<file path="src/rtl/fb_uart_dump_pkg.sv">
// Shared definitions for the framebuffer UART dumper.
// Holds the FSM state encoding, frame header bytes, framebuffer size and the
// bit-period helper. The trailer state only exists when FB_DUMP_CHECKSUM_EN
// is defined.
package fb_uart_dump_pkg;

    localparam int unsigned FB_BYTES        = 256;
    localparam int unsigned UART_FRAME_BITS = 10;   // start + 8 data + stop
    localparam logic [7:0]  HDR_BYTE0       = 8'hA5;
    localparam logic [7:0]  HDR_BYTE1       = 8'h5A;

`ifdef FB_DUMP_CHECKSUM_EN
    typedef enum logic [2:0] {StIdle, StHdr, StFetch, StWait, StSend, StTail} state_e;
`else
    typedef enum logic [2:0] {StIdle, StHdr, StFetch, StWait, StSend} state_e;
`endif

    // Truncated clocks per bit, never below 2.
    function automatic int unsigned clks_per_bit(input int unsigned clk_hz,
                                                 input int unsigned baud);
        return ((clk_hz / baud) < 2) ? 2 : (clk_hz / baud);
    endfunction

endpackage

</file>
<file path="src/rtl/fb_uart_dump_uart_tx_core.sv">
// uart_tx_core: 8N1 serialiser, LSB first, idle high.
// Ports: clk, rst (async, active-high), data[7:0] byte to send, start (load
// data, honoured only while ready), tx serial line, ready (may accept start).
// ready is also high during the final cycle of the stop bit so a following
// byte starts with no idle gap and the caller can see the exact stop-bit end.
module uart_tx_core
    import fb_uart_dump_pkg::*;
#(
    parameter int unsigned CLKS_PER_BIT = 4
) (
    input  logic       clk,
    input  logic       rst,
    input  logic [7:0] data,
    input  logic       start,
    output logic       tx,
    output logic       ready
);

    localparam int unsigned     CW       = $clog2(CLKS_PER_BIT);
    localparam logic [CW-1:0]   BAUD_MAX = CW'(CLKS_PER_BIT - 1);
    localparam logic [3:0]      LAST_BIT = 4'(UART_FRAME_BITS - 1);

    logic          active_q, active_d;
    logic          tx_q, tx_d;
    logic [8:0]    shift_q, shift_d;     // remaining data bits then stop bit
    logic [CW-1:0] baud_cnt_q, baud_cnt_d;
    logic [3:0]    bit_cnt_q, bit_cnt_d;
    logic          last_cycle;

    assign last_cycle = active_q && (bit_cnt_q == LAST_BIT) && (baud_cnt_q == BAUD_MAX);
    assign ready      = !active_q || last_cycle;
    assign tx         = tx_q;

    always_comb begin
        active_d   = active_q;
        tx_d       = tx_q;
        shift_d    = shift_q;
        baud_cnt_d = baud_cnt_q;
        bit_cnt_d  = bit_cnt_q;
        if (start && ready) begin
            active_d   = 1'b1;
            tx_d       = 1'b0;
            shift_d    = {1'b1, data};
            baud_cnt_d = '0;
            bit_cnt_d  = '0;
        end else if (active_q) begin
            if (baud_cnt_q == BAUD_MAX) begin
                baud_cnt_d = '0;
                if (bit_cnt_q == LAST_BIT) begin
                    active_d = 1'b0;
                    tx_d     = 1'b1;
                end else begin
                    bit_cnt_d = bit_cnt_q + 4'd1;
                    tx_d      = shift_q[0];
                    shift_d   = {1'b1, shift_q[8:1]};
                end
            end else begin
                baud_cnt_d = baud_cnt_q + CW'(1);
            end
        end
    end

    always_ff @(posedge clk or posedge rst) begin
        if (rst) begin
            active_q   <= 1'b0;
            tx_q       <= 1'b1;
            shift_q    <= '1;
            baud_cnt_q <= '0;
            bit_cnt_q  <= '0;
        end else begin
            active_q   <= active_d;
            tx_q       <= tx_d;
            shift_q    <= shift_d;
            baud_cnt_q <= baud_cnt_d;
            bit_cnt_q  <= bit_cnt_d;
        end
    end

endmodule

</file>
<file path="src/rtl/fb_uart_dump.sv">
// fb_uart_dump: on frame_start, streams a 64x32 1bpp framebuffer over UART as
// header A5 5A, then bytes 0..255 read through fb_addr/fb_data (1-cycle read
// latency). With FB_DUMP_CHECKSUM_EN defined a mod-256 payload sum follows.
// Ports: clk, rst (async, active-high), frame_start (request pulse),
// fb_addr[7:0] (read address, 0 when idle), fb_data[7:0] (read data),
// busy (frame in progress), uart_tx (8N1 serial out).
module fb_uart_dump
    import fb_uart_dump_pkg::*;
#(
    parameter int unsigned CLK_HZ = 50000000,
    parameter int unsigned BAUD   = 115200
) (
    input  logic       clk,
    input  logic       rst,
    input  logic       frame_start,
    output logic [7:0] fb_addr,
    input  logic [7:0] fb_data,
    output logic       busy,
    output logic       uart_tx
);

    localparam int unsigned CLKS_PER_BIT = clks_per_bit(CLK_HZ, BAUD);
    localparam logic [7:0]  LAST_ADDR    = 8'(FB_BYTES - 1);

    state_e     state_q, state_d;
    logic       busy_q, busy_d;
    logic [7:0] fb_addr_q, fb_addr_d;
    logic [7:0] data_q, data_d;
    logic       hdr_sel_q, hdr_sel_d;    // 0: first header byte, 1: second
    logic       launched_q, launched_d;  // current byte handed to the serialiser
`ifdef FB_DUMP_CHECKSUM_EN
    logic [7:0] csum_q, csum_d;
`endif

    logic       tx_ready;
    logic       tx_start;
    logic [7:0] tx_data;
    logic       sending;
    logic       byte_done;

    assign busy    = busy_q;
    assign fb_addr = fb_addr_q;

`ifdef FB_DUMP_CHECKSUM_EN
    assign sending = (state_q == StHdr) || (state_q == StSend) || (state_q == StTail);
`else
    assign sending = (state_q == StHdr) || (state_q == StSend);
`endif
    assign tx_start  = sending && !launched_q && tx_ready;
    // ready after launch is only seen in the last stop-bit cycle.
    assign byte_done = launched_q && tx_ready;

    always_comb begin
        tx_data = data_q;
        if (state_q == StHdr) begin
            tx_data = hdr_sel_q ? HDR_BYTE1 : HDR_BYTE0;
        end
`ifdef FB_DUMP_CHECKSUM_EN
        if (state_q == StTail) begin
            tx_data = csum_q;
        end
`endif
    end

    always_comb begin
        state_d    = state_q;
        busy_d     = busy_q;
        fb_addr_d  = fb_addr_q;
        data_d     = data_q;
        hdr_sel_d  = hdr_sel_q;
        launched_d = launched_q;
`ifdef FB_DUMP_CHECKSUM_EN
        csum_d     = csum_q;
`endif
        if (tx_start) begin
            launched_d = 1'b1;
        end else if (byte_done) begin
            launched_d = 1'b0;
        end

        case (state_q)
            StIdle: begin
                if (frame_start) begin
                    state_d   = StHdr;
                    busy_d    = 1'b1;
                    hdr_sel_d = 1'b0;
                    fb_addr_d = '0;
`ifdef FB_DUMP_CHECKSUM_EN
                    csum_d    = '0;
`endif
                end
            end
            StHdr: begin
                if (byte_done) begin
                    if (hdr_sel_q) begin
                        state_d = StFetch;
                    end else begin
                        hdr_sel_d = 1'b1;
                    end
                end
            end
            StFetch: begin
                state_d = StWait;
            end
            StWait: begin
                data_d  = fb_data;
`ifdef FB_DUMP_CHECKSUM_EN
                csum_d  = csum_q + fb_data;
`endif
                state_d = StSend;
            end
            StSend: begin
                if (byte_done) begin
                    if (fb_addr_q == LAST_ADDR) begin
                        // Terminate on wrap rather than start a second pass.
                        fb_addr_d = '0;
`ifdef FB_DUMP_CHECKSUM_EN
                        state_d   = StTail;
`else
                        state_d   = StIdle;
                        busy_d    = 1'b0;
`endif
                    end else begin
                        fb_addr_d = fb_addr_q + 8'd1;
                        state_d   = StFetch;
                    end
                end
            end
`ifdef FB_DUMP_CHECKSUM_EN
            StTail: begin
                if (byte_done) begin
                    state_d = StIdle;
                    busy_d  = 1'b0;
                end
            end
`endif
            default: begin
                state_d = StIdle;
                busy_d  = 1'b0;
            end
        endcase
    end

    always_ff @(posedge clk or posedge rst) begin
        if (rst) begin
            state_q    <= StIdle;
            busy_q     <= 1'b0;
            fb_addr_q  <= '0;
            data_q     <= '0;
            hdr_sel_q  <= 1'b0;
            launched_q <= 1'b0;
`ifdef FB_DUMP_CHECKSUM_EN
            csum_q     <= '0;
`endif
        end else begin
            state_q    <= state_d;
            busy_q     <= busy_d;
            fb_addr_q  <= fb_addr_d;
            data_q     <= data_d;
            hdr_sel_q  <= hdr_sel_d;
            launched_q <= launched_d;
`ifdef FB_DUMP_CHECKSUM_EN
            csum_q     <= csum_d;
`endif
        end
    end

    uart_tx_core #(
        .CLKS_PER_BIT(CLKS_PER_BIT)
    ) u_tx (
        .clk  (clk),
        .rst  (rst),
        .data (tx_data),
        .start(tx_start),
        .tx   (uart_tx),
        .ready(tx_ready)
    );

endmodule
</file>
<file path="config.mk">
export PLATFORM = sky130hd
export DESIGN_NAME = fb_uart_dump
export DESIGN_NICKNAME = d
export VERILOG_FILES = /design/src/rtl/fb_uart_dump_pkg.sv /design/src/rtl/fb_uart_dump_uart_tx_core.sv /design/src/rtl/fb_uart_dump.sv
export SDC_FILE = /design/constraint.sdc
export NUM_CORES = 1
export LEC_CHECK = 0
export BUFFER_PORTS_ARGS = -buffer_cell sky130_fd_sc_hd__buf_2
export CORE_MARGIN = 1.5
export CORE_UTILIZATION = 55
export CTS_BUF_LIST = sky130_fd_sc_hd__clkbuf_2
export CTS_CLUSTER_DIAMETER = 100
export DETAILED_ROUTE_END_ITERATION = 8
export PLACE_DENSITY = 0.75
export SETUP_SLACK_MARGIN = 0.5
export SYNTH_ARGS = -nofsm -noshare
export SYNTH_HDL_FRONTEND = slang
export SYNTH_HIERARCHICAL = 1
export SYNTH_SLANG_ARGS = --single-unit
</file>
<file path="constraint.sdc">
create_clock -name clk -period 7.8 [get_ports clk]
set_input_delay 0.39 -clock clk [delete_from_list [all_inputs] [get_ports clk]]
set_output_delay 0.39 -clock clk [all_outputs]
set_load 0.03 [all_outputs]
</file>
==> results of run 1 <==
-- logic make-up after synthesis --
logic type,count (synthesis)
flip-flops,45
multiplexers,11
AO/OA/AOI/OAI,68
AND/OR/NAND/NOR,79
buffers and inverters,23
adder cells (fa/ha/maj),5
XOR/XNOR,4
-- metal layers --
metal | GRT usage [%] | wire length (µm) | vias up
li1 | - | - | 898
met1 | 30.3 | 2180 | 870
met2 | 35.2 | 2100 | 34
met3 | 5.52 | 180 | 6
met4 | 6.86 | 55 | 0
met5 | 0 | 0 | -
-- synth_stat cells, types with 3 or more instances --
library cell,number,area [µm²]
or3_1,9,56.3
dfstp_2,9,236
a21o_1,6,45.0
a31oi_1,4,25.0
o221a_2,7,78.8
mux2_2,10,113
nor2_1,14,52.6
o21ai_0,17,85.1
clkbuf_1,5,18.8
inv_1,10,37.5
dfrtp_1,36,901
nand2_1,22,82.6
a21oi_1,11,55.1
nand3_1,8,40.0
o21ai_1,4,20.0
ha_1,5,62.6
nand3b_1,3,22.5
buf_2,4,20.0
nand4_1,4,25.0
and3_1,4,25.0
-- state kept, by name (all words and copies together), names as in the netlist --
name	count
u_tx/active_q	1
hdr_sel_q	1
fb_addr	8
launched_q	1
state_q	3
u_tx/baud_cnt_q	9
busy	1
u_tx/shift_q	8
u_tx/tx	1
u_tx/bit_cnt_q	4
data_q	8
-- critical path, stage by stage (launching register included) --
cell	delay, ns
dfrtp_1	0.47
inv_1	0.07
ha_1	0.13
nand2_1	0.08
or4_4	0.57
a21oi_1	0.31
inv_1	0.11
a211oi_2	0.47
nor2_1	0.22
or4_1	0.50
o21ai_0	0.08
-- path summary, 6_finish.rpt --
path | cells after the start | end | slack [ns] | startpoint
worst max-delay path | 10 | u_tx/baud_cnt_q[5] | 4.74 | u_tx/baud_cnt_q[1]
worst min-delay path | 2 | fb_addr[5] | 0.12 | rst
worst max register to register | 10 | u_tx/baud_cnt_q[5] | 4.74 | u_tx/baud_cnt_q[1]
worst min register to register | 1 | fb_addr[6] | 0.52 | fb_addr[6]
max in group asynchronous | 2 | u_tx/bit_cnt_q[0] | 7.14 | rst
min in group clk | 2 | data_q[5] | 0.20 | fb_data[5]
-- layout make-up --
| cell class | count | area share [%] |
|---|---|---|
| well taps | 50 | 2.48 |
| inverters | 10 | 1.49 |
| clock inverters | 1 | 0.149 |
| repair buffers | 21 | 4.26 |
| flip-flops and latches | 45 | 45.1 |
| multi-input cells | 167 | 45.2 |
| clock buffers | 7 | 1.39 |
-- through the flow --
| stage | power, mW | cells | hold slack, ns | cell area, µm² |
|---|---|---|---|---|
| 4_1_cts | 0.345 | 301 | 0.125 | 2520 |
| 5_1_grt | 0.357 | 301 | 0.135 | 2520 |
| 6_report | 0.340 | 301 | 0.118 | 2520 |
| 3_5_place_dp | 0.251 | 293 | 0.496 | 2480 |
| 2_1_floorplan | 0.246 | 235 | 0.379 | 2390 |
| 3_3_place_gp | 0.250 | 293 | 0.488 | 2480 |
-- where the power goes --
group / total (mW) / switching (mW) / internal (mW)
logic: 0.00935 / 0.00583 / 0.00352
registers: 0.237 / 0.00103 / 0.236
clock network: 0.0941 / 0.0701 / 0.0240
==> results.cfg, run 1 <==
[status]
status = completed

[sta]
clock_skew_ns = 0.0172
setup_viol = 0
maxSlewViolCount = 0
worst_pin_slew_ns = 0.862
finalSetupTns_ns = 0
worst_slack_ns = 4.74
fin_crit_sh_pct = 39.2
finalCriticalPeriod_ns = 3.06
timing.fmax_ghz = 0.327
maxSlewHeadroom_pct = 42.4
hold_viol_final = 0
rsz0062_at_grt = false

[yosys]
synth_top_family_by_area = compound AO/OA/AOI/OAI gates
muxShareOfSynthArea_pct = 5.14
synth_warnings = 6
synth-edff-count = 0
synthAdderAreaFrac_pct = 2.62
synth_seq_cells = 45
synthSimpleGateAreaFrac_pct = 17.6
synthesis.area_mm2 = 0.00239
synth_xor_area_share_pct = 1.47
synthCells = 235
synthArstFlopShare_pct = 100
synth-compound-area-share_pct = 21.0
ys.flop_type = dfrtp_1
avgSynthCellArea_um2 = 10.2
synth_cell_type_count = 53
ys_seq_area_share_pct = 47.6
synth_nets = 251

[routing]
wl_um = 4520
drc = 0
drt_iter0_markers = 127
wl_per_cell_um = 15.0
antenna_left = 0
first_pass_iters = 4
avgViaCountPerCell = 6.01
vias = 1808

[clocking]
cts_tree = done
cts_buffers = 5
hold_buffers = 0
worstSkewPairLatency_ns = 0.41
cts_root_buf = clkbuf_2
path_clk_slew_ns = 0.22
h-tree-depth = 2
postCtsSetupBuffers = 0
clockBufferDepth = 2
cts_sinks = 45
ctsResizeCount = 0

[die]
dieHeight_um = 68.9
start_util_pct = 58.4
rows = 23
dieWidth_um = 68.9
core_mm2 = 0.00409
pin_count = 21
die_area_mm2 = 0.00474

[critical_path]
critPathLaunchType = register
crit_path_end_kind = register
critPathArrivalTime_ns = 3.42
cp_max_fo = 12
worstPathRequired_ns = 8.16
crit_type = reg2reg

[grt]
track_usage_pct = 22.3
grt_pass1_vias = 1680
grt_overflow = 0
grt_max_degree = 24
antenna_found_initial = 0
grt_pass1_wl_um = 7750

[layout]
fin_util_pct = 61.8
final_common_cell = dfrtp_1
final_cell_mix = 36 x dfrtp_1, 22 x nand2_1, 20 x buf_2
drive_gt1_share_pct = 24.3
nNetsFinal = 266
ff_latch_area_mm2 = 0.00114
fillers = 357
antenna_cells = 0
multi_input_area_mm2 = 0.00114
area_growth_pct = 5.71

[power]
powerDensity_mw_per_mm2 = 135
power.leakage_nw = 1.09
ir_worst_vdd_mv = 0.108

[placement]
gp_congestion = 0.824
dp_slack_ns = 4.80
hpwl_um = 3240
port_buffers = 20

[run]
max_cap_violations = 0

[worst_hold_path]
holdCritPathClass = in2async
No activity file was read; power rests on OpenSTA's default activity.
==> run 2: changes to the inputs <==
==> constraint.sdc (replaced) <==
create_clock -name clk -period 3.2 [get_ports clk]
set_input_delay 0.16 -clock clk [delete_from_list [all_inputs] [get_ports clk]]
set_output_delay 0.16 -clock clk [all_outputs]
set_load 0.03 [all_outputs]
==> results.cfg, run 2 (same netlist as run 1, synthesis figures left out) <==
[status]
status = completed

[grt]
grt_max_degree = 24
track_usage_pct = 22.0
antenna_found_initial = 0
grt_pass1_vias = 1676
grt_overflow = 0
grt_pass1_wl_um = 7620

[layout]
largest_reg_flops = 9
final_common_cell = dfrtp_1
drive_gt1_share_pct = 27.8
fin_cells = 320
area_growth_pct = 14.9
antenna_cells = 0
final_cell_mix = 35 x dfrtp_1, 22 x nand2_1, 20 x buf_2
largest-register = u_tx/baud_cnt_q
nNetsFinal = 285

[placement]
placed_cells = 295
hpwl_um = 3150
dp_slack_ns = 0.332
gp_congestion = 0.813
port_buffers = 20

[critical_path]
crit_path_end_kind = register
critPathArrivalTime_ns = 2.93
timing.critical_path.buf_inv = 1
rr_endpoint = u_tx/shift_q[3]
ff2ff_setup_slack_ns = 0.61
slowest_delay_ns = 0.54
crit_path_cell_trace = nand4b_1 > or4_4 > a21oi_4 > inv_1 > a211oi_4 > a21oi_1 > a21oi_2 > o221a_2
cp_top_family = compound AO/OA/AOI/OAI gates
crit_type = reg2reg
r2r_start = u_tx/baud_cnt_q[6]
cp_max_fo = 8
critPathLaunchType = register
r2r_cells = 8
worstPathRequired_ns = 3.55
endpoint = u_tx/shift_q[3]
critPathLaunch = u_tx/baud_cnt_q[6]
cpMaxStageDelayCell = or4_4
path_depth = 8

[clocking]
cts_tree = done
path_clk_slew_ns = 0.21
clockBufferDepth = 2
worstSkewPairLatency_ns = 0.40
cts_buffers = 5
cts_root_buf = clkbuf_2
cts_sinks = 45
h-tree-depth = 2

[routing]
vias = 1895
first_pass_iters = 4
drt_iter0_markers = 104
antenna_left = 0
drc = 0
avgViaCountPerCell = 5.92
wl_per_cell_um = 14.7
wl_um = 4690

[sta]
finalCriticalPeriod_ns = 2.59
maxSlewViolCount = 0
finalSetupTns_ns = 0
timing.fmax_ghz = 0.387
worst_pin_slew_ns = 0.855
clock_skew_ns = 0.0152
rsz0062_at_grt = false
maxSlewHeadroom_pct = 42.9
hold_viol_final = 0
fin_crit_sh_pct = 80.8
setup_viol = 0
holdWs_ns = 0.0854
worst_slack_ns = 0.615

[die]
die_area_mm2 = 0.00474
rows = 23
start_util_pct = 58.4
dieHeight_um = 68.9
pin_count = 21
core_mm2 = 0.00409
dieWidth_um = 68.9

[run]
max_cap_violations = 0

[worst_hold_path]
holdCritPathClass = in2reg

[power]
powerDensity_mw_per_mm2 = 333
power.leakage_nw = 1.19
ir_worst_vdd_mv = 0.341
p_total_uw = 913
-- run 2: how the worst min path moves through the flow --
| stage | slack (ns) | end | cells past startpoint | startpoint |
|---|---|---|---|---|
| after floorplan | 0.15 | busy | 1 | rst |
| after global placement | 0.38 | fb_addr[5] | 2 | rst |
| after detailed placement | 0.38 | u_tx/baud_cnt_q[2] | 2 | rst |
| after CTS | 0.06 | hdr_sel_q | 4 | frame_start |
| after global routing | 0.04 | hdr_sel_q | 4 | frame_start |
| final | 0.09 | hdr_sel_q | 4 | frame_start |
-- run 2: final cells by class --
| cell class | instances | area [µm²] |
|---|---|---|
| clock buffer | 6 | 30.0 |
| multi-input combinational | 167 | 1170 |
| fill | 327 | 1340 |
| inverter | 10 | 37.5 |
| tap | 50 | 62.6 |
| clock inverter | 2 | 33.8 |
| sequential | 45 | 1140 |
| timing repair buffer | 40 | 273 |
-- run 2: metal layers --
layer	global-route usage, %	routed length, µm
met1	29.1	2150
met5	0	0
met4	6.62	26
met3	6.33	204
met2	35.2	2320
-- run 2: worst min-delay path, stage by stage --
cell,delay [ns]
buf_2,0.12
nand2_1,0.05
a21oi_1,0.06
nor2_1,0.08
-- run 2: what timing repair did --
item	CTS	global route
setup endpoints to repair	15	14
hold buffers	9	0
gates resized for setup	4	2
setup buffers	4	4
pin swaps	2	2
hold endpoints to repair	44	0
-- run 2: power breakdown --
group / total [mW] / internal [mW] / leakage, nW / switching, mW
combinational: 0.0320 / 0.0158 / 0.638 / 0.0162
clock: 0.303 / 0.133 / 0.0406 / 0.170
sequential: 0.578 / 0.575 / 0.511 / 0.00277
total: 0.913 / 0.724 / 1.19 / 0.189
-- run 2: per-stage QoR --
stage               instance area, µm²  util, %
floorplan                         2390        -
global placement                  2500     61.2
detailed placement                2500     61.2
CTS                               2710     66.2
global route                      2740     67.1
finish                            2740     67.1
